<file path="src/rtl/jk_cmd_pkg.sv">
// ---------------------------------------------------------------------------
// jk_cmd_pkg
// Shared definitions for the JK flip-flop command sequencer.
//   CMD_*   : {j,k} command encodings accepted on the upstream interface
//   state_t : sequencer FSM states
//   CMD_W   : command width (one j bit, one k bit)
//   GAP_W   : width of the idle-gap counter (GAP range 0..15)
// ---------------------------------------------------------------------------
package jk_cmd_pkg;

    localparam int CMD_W = 2;
    localparam int GAP_W = 4;

    localparam logic [CMD_W-1:0] CMD_HOLD = 2'b00;
    localparam logic [CMD_W-1:0] CMD_CLR  = 2'b01;
    localparam logic [CMD_W-1:0] CMD_SET  = 2'b10;
    localparam logic [CMD_W-1:0] CMD_TOG  = 2'b11;

    typedef enum logic [1:0] {
        S_IDLE  = 2'd0,
        S_ISSUE = 2'd1,
        S_GAP   = 2'd2
    } state_t;

endpackage

</file>
<file path="src/rtl/jk_cmd_fifo.sv">
// ---------------------------------------------------------------------------
// jk_cmd_fifo
// Small synchronous FIFO holding pending {j,k} commands.
// Ports:
//   clk        rising-edge clock
//   reset      synchronous active-high reset (empties the FIFO)
//   i_push     write i_wdata this edge (ignored when full)
//   i_wdata    command to enqueue
//   i_pop      drop the head entry this edge (ignored when empty)
//   o_head     current head entry, valid whenever o_empty is low
//   o_full     occupancy == DEPTH
//   o_empty    occupancy == 0
//   o_count    occupancy, 0..DEPTH
// The head is read combinationally so the sequencer can load it into its
// output registers on the same edge that pops it.
// ---------------------------------------------------------------------------
module jk_cmd_fifo
    import jk_cmd_pkg::*;
#(
    parameter int DEPTH = 4
) (
    input  logic                     clk,
    input  logic                     reset,
    input  logic                     i_push,
    input  logic [CMD_W-1:0]         i_wdata,
    input  logic                     i_pop,
    output logic [CMD_W-1:0]         o_head,
    output logic                     o_full,
    output logic                     o_empty,
    output logic [$clog2(DEPTH):0]   o_count
);

    localparam int AW = $clog2(DEPTH);
    localparam logic [AW:0] DEPTH_L = (AW+1)'(DEPTH);

    logic [CMD_W-1:0] r_mem [DEPTH];
    logic [AW-1:0]    r_wr_ptr;
    logic [AW-1:0]    r_rd_ptr;
    logic [AW:0]      r_count;

    logic w_push;
    logic w_pop;

    assign o_full  = (r_count == DEPTH_L);
    assign o_empty = (r_count == '0);
    assign o_count = r_count;
    assign o_head  = r_mem[r_rd_ptr];

    assign w_push = i_push && !o_full;
    assign w_pop  = i_pop  && !o_empty;

    // Storage carries no reset; only pointers and occupancy define contents.
    always_ff @(posedge clk) begin
        if (w_push) begin
            r_mem[r_wr_ptr] <= i_wdata;
        end
    end

    // Pointers wrap naturally because DEPTH is a power of two.
    always_ff @(posedge clk) begin
        if (reset) begin
            r_wr_ptr <= '0;
            r_rd_ptr <= '0;
            r_count  <= '0;
        end else begin
            if (w_push) begin
                r_wr_ptr <= r_wr_ptr + 1'b1;
            end
            if (w_pop) begin
                r_rd_ptr <= r_rd_ptr + 1'b1;
            end
            case ({w_push, w_pop})
                2'b10:   r_count <= r_count + 1'b1;
                2'b01:   r_count <= r_count - 1'b1;
                default: r_count <= r_count;
            endcase
        end
    end

endmodule

</file>
<file path="src/rtl/jk_cmd_sequencer.sv">
// ---------------------------------------------------------------------------
// jk_cmd_sequencer
// Buffers set/clear/toggle/hold requests and drives a JK flip-flop with one
// registered command per issue slot, followed by GAP idle (j=k=0) cycles.
// Ports:
//   clk        rising-edge clock
//   reset      synchronous active-high reset
//   cmd_valid  upstream command present
//   cmd        {j,k}: 00 hold, 01 clear, 10 set, 11 toggle
//   cmd_ready  FIFO can accept (transfer on cmd_valid && cmd_ready)
//   j, k       registered flip-flop inputs, non-zero only in issue cycles
//   issued     one-cycle pulse marking each issue cycle
//   busy       FSM not idle or commands still queued
//   count      FIFO occupancy
// ---------------------------------------------------------------------------
module jk_cmd_sequencer
    import jk_cmd_pkg::*;
#(
    parameter int DEPTH = 4,
    parameter int GAP   = 1
) (
    input  logic                     clk,
    input  logic                     reset,
    input  logic                     cmd_valid,
    input  logic [1:0]               cmd,
    output logic                     cmd_ready,
    output logic                     j,
    output logic                     k,
    output logic                     issued,
    output logic                     busy,
    output logic [$clog2(DEPTH):0]   count
);

    localparam logic [GAP_W-1:0] GAP_L = GAP_W'(GAP);

    state_t           r_state;
    logic [GAP_W-1:0] r_gap_cnt;
    logic             r_j;
    logic             r_k;
    logic             r_issued;

    logic             w_push;
    logic             w_pop;
    logic [CMD_W-1:0] w_head;
    logic             w_full;
    logic             w_empty;
    logic [$clog2(DEPTH):0] w_count;

    // Ready comes only from registered occupancy: a pop in a full cycle does
    // not open a slot until the following cycle.
    assign cmd_ready = !reset && !w_full;
    assign w_push    = cmd_valid && cmd_ready;

    jk_cmd_fifo #(
        .DEPTH (DEPTH)
    ) u_fifo (
        .clk     (clk),
        .reset   (reset),
        .i_push  (w_push),
        .i_wdata (cmd),
        .i_pop   (w_pop),
        .o_head  (w_head),
        .o_full  (w_full),
        .o_empty (w_empty),
        .o_count (w_count)
    );

    // A new command may start only when the previous slot (issue cycle plus
    // its gap) is complete.
    always_comb begin
        w_pop = 1'b0;
        case (r_state)
            S_IDLE:  w_pop = !w_empty;
            S_ISSUE: w_pop = (GAP == 0) && !w_empty;
            S_GAP:   w_pop = (r_gap_cnt <= GAP_W'(1)) && !w_empty;
            default: w_pop = 1'b0;
        endcase
    end

    always_ff @(posedge clk) begin
        if (reset) begin
            r_state   <= S_IDLE;
            r_gap_cnt <= '0;
            r_j       <= 1'b0;
            r_k       <= 1'b0;
            r_issued  <= 1'b0;
        end else begin
            // j/k are live for exactly one cycle per popped command.
            r_j      <= 1'b0;
            r_k      <= 1'b0;
            r_issued <= 1'b0;
            if (w_pop) begin
                r_j      <= w_head[1];
                r_k      <= w_head[0];
                r_issued <= 1'b1;
            end

            case (r_state)
                S_IDLE: begin
                    if (w_pop) begin
                        r_state <= S_ISSUE;
                    end
                end
                S_ISSUE: begin
                    if (GAP != 0) begin
                        r_gap_cnt <= GAP_L;
                        r_state   <= S_GAP;
                    end else if (!w_pop) begin
                        r_state <= S_IDLE;
                    end
                end
                S_GAP: begin
                    r_gap_cnt <= r_gap_cnt - 1'b1;
                    // Counting <=1 rather than ==1 keeps a corrupted zero
                    // count from stalling the sequencer for 16 cycles.
                    if (r_gap_cnt <= GAP_W'(1)) begin
                        r_gap_cnt <= '0;
                        r_state   <= w_pop ? S_ISSUE : S_IDLE;
                    end
                end
                default: begin
                    r_state <= S_IDLE;
                end
            endcase
        end
    end

    assign j      = r_j;
    assign k      = r_k;
    assign issued = r_issued;
    assign count  = w_count;
    assign busy   = (r_state != S_IDLE) || !w_empty;

endmodule

</file>
<file path="config.mk">
export PLATFORM = sky130hd
export DESIGN_NAME = jk_cmd_sequencer
export DESIGN_NICKNAME = d
export VERILOG_FILES = /design/src/rtl/jk_cmd_pkg.sv /design/src/rtl/jk_cmd_fifo.sv /design/src/rtl/jk_cmd_sequencer.sv
export SDC_FILE = /design/constraint.sdc
export NUM_CORES = 1
export LEC_CHECK = 0
export BUFFER_PORTS_ARGS = -buffer_cell sky130_fd_sc_hd__buf_2
export CAP_MARGIN = 20
export CORE_MARGIN = 1.5
export CORE_UTILIZATION = 60
export DETAILED_ROUTE_END_ITERATION = 16
export GPL_ROUTABILITY_DRIVEN = 0
export GPL_TIMING_DRIVEN = 0
export PLACE_DENSITY = 0.81
export SETUP_SLACK_MARGIN = 0.2
export SLEW_MARGIN = 20
export SYNTH_ARGS = -nofsm -noshare
export SYNTH_HDL_FRONTEND = slang
export SYNTH_SLANG_ARGS = --single-unit
</file>
<file path="constraint.sdc">
create_clock -name clk -period 6.08 [get_ports clk]
set_clock_uncertainty 0.15 [all_clocks]
set_input_delay 0 -clock clk [delete_from_list [all_inputs] [get_ports clk]]
set_output_delay 0 -clock clk [all_outputs]
set_load 0.1 [all_outputs]
</file>
==> Yosys cells after proc, flatten, opt, wreduce, memory -nomap -nowiden <==
Memory sizes are Yosys's and may differ from the RTL's. A register that Yosys moved wholly into a read port is not among the register bits.
Cells that the tools add are included.
{ "totals": {"mem_count": 1, "ff_bits": 14, "output_inout_bits": 8, "in_bits": 5, "ramBits": 8} }
{ "op_classes": {"magnitude_cmp": 1, "bitwise": 1, "reduce_logical": 16, "add_sub_neg": 5, "n_eq_ne": 7, "mux": 11} }
{ "mem_list": {"columns": ["memory", "words", "word_bits", "rd", "rd_clocked_by_memory_dff", "write_ports", "line_no", "source"], "rows": [
  ["u_fifo.r_mem", 4, 2, 1, 1, 1, "jk_cmd_fifo.sv:36", "logic [CMD_W-1:0] r_mem [DEPTH];"]
]} }
{ "ops": {"columns": ["operator", "count"], "rows": [
  ["$pmux 4 s2", 1],
  ["$pmux 2 s3", 1],
  ["$pmux 3 s2", 1],
  ["$reduce_bool 2->1", 3],
  ["$logic_and 1x1->1", 5],
  ["$add 2x1->2 const B", 2],
  ["$eq 2x1->1 const B", 2],
  ["$eq 2x2->1 const B", 2],
  ["$le 4x1->1 const B", 1],
  ["$mux 1", 4],
  ["$mux 2", 2],
  ["$mux 4", 1],
  ["$sub 4x1->4 const B", 1],
  ["$add 3x1->3 const B", 1],
  ["$eq 3x3->1 const B", 1],
  ["$logic_not 1->1", 3],
  ["$logic_not 3->1", 1],
  ["$sub 3x1->3 const B", 1],
  ["$logic_not 2->1", 1],
  ["$ne 2x1->1 const B", 1],
  ["$ne 2x2->1 const B", 1],
  ["$pmux 1 s2", 1],
  ["$reduce_and 2->1", 1],
  ["$reduce_or 2->1", 1],
  ["other kinds (2)", 2]
]} }

==> Depth between registers and ports, before layout <==
{ "depth": {"ltp_word": 7, "mapped_depth": 12, "depth_no_buf": 12} }

==> Cells and area by module <==
Synthesis repeated with hierarchy kept, for this count alone.
{ "hier_totals": {"hier_cells": 120, "hier_area_um2": 1263.7} }
{ "by_module_without_submodules": {"columns": ["module", "area_per_inst_um2", "instances", "seq_area_each_um2", "cells_each"], "rows": [
  ["jk_cmd_fifo", 770.7, 1, 420.4, 64],
  ["jk_cmd_sequencer", 493.0, 1, 180.2, 56]
]} }

==> Worst setup path before layout <==
OpenSTA, ideal clock, no wires.
{ "synth_timing": {"path_type": "register -> register", "start": "register u_fifo.r_count[2] (netlist: u_fifo.o_count[2])", "end": "register u_fifo.r_count[2] (netlist: u_fifo.o_count[2])", "path_stages_with_launch": 10, "t_arrival_ns": 2.932, "n_path_buf": 0, "synth_period_minus_slack_ns": 3.152, "slack_ns": 2.928, "path_cell_list": "dfxtp_1 > nor3_2 > or2_2 > inv_1 > ha_1 > inv_1 > fa_1 > xor2_1 > or3_2 > a21oi_1"} }
{ "synth_between": {"elab_chain_len": 7, "elab_cells_between_ends": 16, "cone_classes": "add/sub (2); eq/ne (3); mux (2); reduce/logical (9)"} }
{ "synth_lines": {"columns": ["item", "line_no", "source"], "rows": [
  ["start: declaration", "jk_cmd_fifo.sv:39", "logic [AW:0] r_count;"],
  ["start signal: assignment", "jk_cmd_fifo.sv:73", "2'b10: r_count <= r_count + 1'b1;"],
  ["start signal: assignment", "jk_cmd_fifo.sv:74", "2'b01: r_count <= r_count - 1'b1;"],
  ["start signal: assignment", "jk_cmd_fifo.sv:75", "default: r_count <= r_count;"],
  ["$logic_not 3->1 (*)", "jk_cmd_fifo.sv:45", "assign o_empty = (r_count == '0);"],
  ["$logic_not 1->1 (*)", "jk_cmd_fifo.sv:50, jk_cmd_sequencer.sv:73, jk_cmd_sequencer.sv:75", null],
  ["$logic_and 1x1->1", "jk_cmd_sequencer.sv:75", "S_GAP: w_pop = (r_gap_cnt <= GAP_W'(1)) && !w_empty;"],
  ["$pmux 1 s2", "jk_cmd_sequencer.sv:72", "case (r_state)"],
  ["$logic_and 1x1->1 (*)", "jk_cmd_fifo.sv:50", "assign w_pop = i_pop && !o_empty;"],
  ["via u_fifo.w_pop", "jk_cmd_fifo.sv:42", "logic w_pop;"],
  ["$eq 2x1->1 / $eq 2x2->1 (equally long branches)", "jk_cmd_fifo.sv:72", "case ({w_push, w_pop})"],
  ["$pmux 3 s2 / $reduce_bool 2->1 (equally long branches)", null, null]
]} }
Mark *: on every way through the listed nets, which the timed path passes. The rest lies on a longest branch.
A chain may end at the register's enable or synchronous reset.

==> Worst setup path after layout <==
{ "layout_timing": {"start": "register r_gap_cnt[0]", "end": "register u_fifo.r_count[2] (netlist: u_fifo.o_count[2])"} }
{ "layout_between": {"elab_chain_len": 6, "elab_cells_between_ends": 8, "cone_classes": "order compare (1); eq/ne (2); mux (2); reduce/logical (3)"} }
{ "layout_lines": {"columns": ["item", "line_no", "source"], "rows": [
  ["start: declaration", "jk_cmd_sequencer.sv:37", "logic [GAP_W-1:0] r_gap_cnt;"],
  ["start signal: assignment", "jk_cmd_sequencer.sv:113", "r_gap_cnt <= r_gap_cnt - 1'b1;"],
  ["$le 4x1->1 (*)", "jk_cmd_sequencer.sv:75", null],
  ["$logic_and 1x1->1 (*)", "jk_cmd_sequencer.sv:75", null],
  ["$pmux 1 s2 (*)", "jk_cmd_sequencer.sv:72", null],
  ["$logic_and 1x1->1 (*)", "jk_cmd_fifo.sv:50", null],
  ["via u_fifo.w_pop", "jk_cmd_fifo.sv:42", null],
  ["$eq 2x1->1 / $eq 2x2->1 (equally long branches)", "jk_cmd_fifo.sv:72", null],
  ["$pmux 3 s2 / $reduce_bool 2->1 (equally long branches)", null, null]
]} }
Marks and branches as above.

==> summary.md <==
| Metric | Value |
|---|---|
| Drt via density | 5.24 |
| F_max | 0.340 GHz |
| Synth Instances | 119 |
| Count of cell types in the netlist | 32 |
| Die X-Extent | 48.2 um |
| Top FF cell, synth | dfxtp_1 |
| Xor and xnor area share after synthesis | 2.14% |
| Ports | 13 |
| Worst-margin pin slew | 0.506 ns |
| Nets | 157 |
| Top-count cell post-synth | dfxtp_1 |
| Root Driver | clkbuf_4 |
| Final Core Density | 71.4% |
| Worst EP arrival | 3.02 ns |
| IO buf count | 12 |
| Worst min-delay path category | input port to register |
| Critical path required time | 6.16 ns |
| Post-synth top cells | dfxtp_1 (16), a21oi_1 (14), inv_1 (13) |
| Post-route clock period utilization | 48.4% |
| Most common cell on crit path | inv_1 |
| Setup TNS | 0 ns |
| Mux cell area share after synthesis | 4.49% |
| CTS sink cnt | 24 |
| Max-slew violation count | 0 |
| Vias | 870 |
| Num CTS Buffers | 3 |
| Slowest stage delay, CP | 0.42 ns |
| Initial Util | 63.1% |
| Unrepaired setup endpoints after global routing | false |
| CP max stage cell | dfxtp_1 |
| Largest net degree at the start of global routing | 14 |
| Setup Fix Bufs, Post-CTS | 0 |
| Core ar. | 1940 sq um |
| #FFs+latches synth | 24 |
| Max layer used | met4 |
| Routed Wire Length | 2000 um |
| Avg Cell Area, Syn | 10.3 sq um |
| Routed Antenna Nets | 0 |
| Initial antenna violation count | 0 |
| Syn nets | 136 |
| Dpl ws | 3.20 ns |
| Post-synthesis sequential area ratio | 45.7% |
| # setup viols final | 0 |
| Layout cells sized above 1 | 17.3% |
| Synth Area in Adders | 12.9% |
| First-pass iteration count of the detailed router | 4 |
| CTS tree | done |
| Maximum vdd drop | 412 uV |
| WL met3 | 51 um |
| Area growth, synth to finish | 13.1% |
| H-tree Lvls | 1 |
| GRT Total Usage | 19.5% |
| Compound-cell area share of the yosys netlist | 11.7% |
| Row count | 16 |
| Ranking of synthesized cells by area | dfxtp_1 (26%), edfxtp_1 (20%), ha_1 (11%) |
| Number of warnings issued by yosys | 0 |
| Max-cap violations | 0 |
| Die Y | 48.2 um |
| Crit path launch type | register |
| EDFF count, synth | 8 |
| Number of global-route vias before repair | 740 |
| DP HPWL | 1600 um |
| CP cell instances | inv_1, ha_1, or2_2, a31oi_1, or2_2, inv_1, ha_1, inv_1, fa_1, xor2_1, or3_2, a21oi_1 |
| Synthesized cell area | 1230 sq um |
| Ant. Diodes | 0 |
| Synth area leader | dfxtp_1 |
| Min setup slack post-route | 3.14 ns |
| CTS Buffer Depth | 2 |
| WS Path Type | register to register |
| Simple-gate share of the synthesized area | 17.7% |
| Leakage power | 0.000545 uW |
| Drt initial violations | 6 |
| DIE AREA | 2320 sq um |
| Main combinational cell family by area after synthesis | simple AND/OR/NAND/NOR gates |
| Total grt overflow | 0 |
| First-pass GRT wire length | 3050 um |
| Met2 WL | 1040 um |
| Wire per inst | 12.0 um |
| Post-CTS Resized | 0 |
| Clock Latency Late Sink | 0.30 ns |
| Final hold viol count | 0 |
| CTS clk-pin slew, worst paths | 0.13 ns |
| Outcome | completed |
| Fraction of registers with async set or reset after synthesis | 0% |
| Fillers | 149 |
| DRC | 0 |
| Max FO, Critical Path | 5 |
| Wire length on met1 | 878 um |
| Setup crit end kind | register |
| Placed Area | 1320 sq um |
| Slew Limit Headroom | 66.1% |
| Min Tclk post-route | 2.94 ns |
| PD cells | 493 nW/um^2 |
| Final Cell Area | 1390 sq um |
| Top cell type's share of synthesized area | 26.1% |
| Post-CTS Hold Fix Bufs | 4 |
per-stage QoR:
step / total power [uW] / hold slack (ns) / cells
after floorplan: 554 / -0.0511 / 119
after global placement: 606 / 0.0767 / 158
after detailed placement: 620 / 0.0761 / 158
after CTS: 689 / 0.0317 / 166
after global routing: 732 / 0.0733 / 166
final: 684 / 0.0145 / 166
where the power goes:
group | leakage (uW) | switching (uW) | internal (uW)
sequential | 0.000203 | 29.5 | 195
combinational | 0.000326 | 277 | 116
clock | 0.0000154 | 43.4 | 23.9
total | 0.000545 | 350 | 334
layer usage:
layer | up-vias | GRT usage, %
li1 | 447 | -
met1 | 404 | 23.0
met2 | 15 | 36.3
met3 | 4 | 2.22
met4 | 0 | 6.49
met5 | - | 0
worst paths after layout:
| kind | slack [ns] | endpoint | depth (start not counted) | from |
|---|---|---|---|---|
| worst min register to register | 0.38 | r_gap_cnt[1] | 2 | r_gap_cnt[1] |
| worst max register to register | 3.14 | u_fifo.o_count[2] | 12 | r_gap_cnt[0] |
| worst max-delay path | 3.14 | u_fifo.o_count[2] | 12 | r_gap_cnt[0] |
| worst min-delay path | 0.01 | u_fifo.r_wr_ptr[1] | 4 | cmd_valid |
logic make-up after synthesis:
| logic type | after synthesis |
|---|---|
| fa+ha+maj | 12 |
| simple gates | 38 |
| compound gates | 24 |
| mux | 3 |
| buf+inv | 15 |
| flops | 24 |
| xor+xnor | 3 |
state kept, by name, summed over array words and instances (netlist names):
| register | flops |
|---|---|
| j | 1 |
| r_gap_cnt | 4 |
| u_fifo.o_count | 3 |
| k | 1 |
| u_fifo.r_rd_ptr | 2 |
| u_fifo.r_mem | 8 |
| u_fifo.r_wr_ptr | 2 |
| r_state | 2 |
| issued | 1 |
cells in the final DEF (no fill, tap or decap), drive strengths merged, types with 4 or more instances in the layout:
master,instances
dfxtp,16
a21oi,14
inv,13
buf,12
ha,11
nor2,11
edfxtp,8
and2,5
o21ai,5
nand2b,5
clkbuf,5
nand2,4
dlygate4sd3,4
cell type report:
class	instances	area [sq um]	area share, %
flip-flops and latches	24	561	40.4
plain buffers	2	17.5	1.26
multi-input cells	80	599	43.2
clock buffers	3	22.5	1.62
repair buffers	16	100	7.22
well taps	27	33.8	2.44
inverters	13	48.8	3.52
clock inverters	1	3.75	0.271
critical path: cells and delay by family (launching register included):
kind	cells	cell delay, ns
adders and majority gates	3	0.61
DFF	1	0.42
xor gates and xnor gates	1	0.07
buffers and inverters	3	0.18
and+or+nand+nor	3	0.95
AOI/OAI and AO/OA	2	0.49
Power figures use the tool's default switching activity.
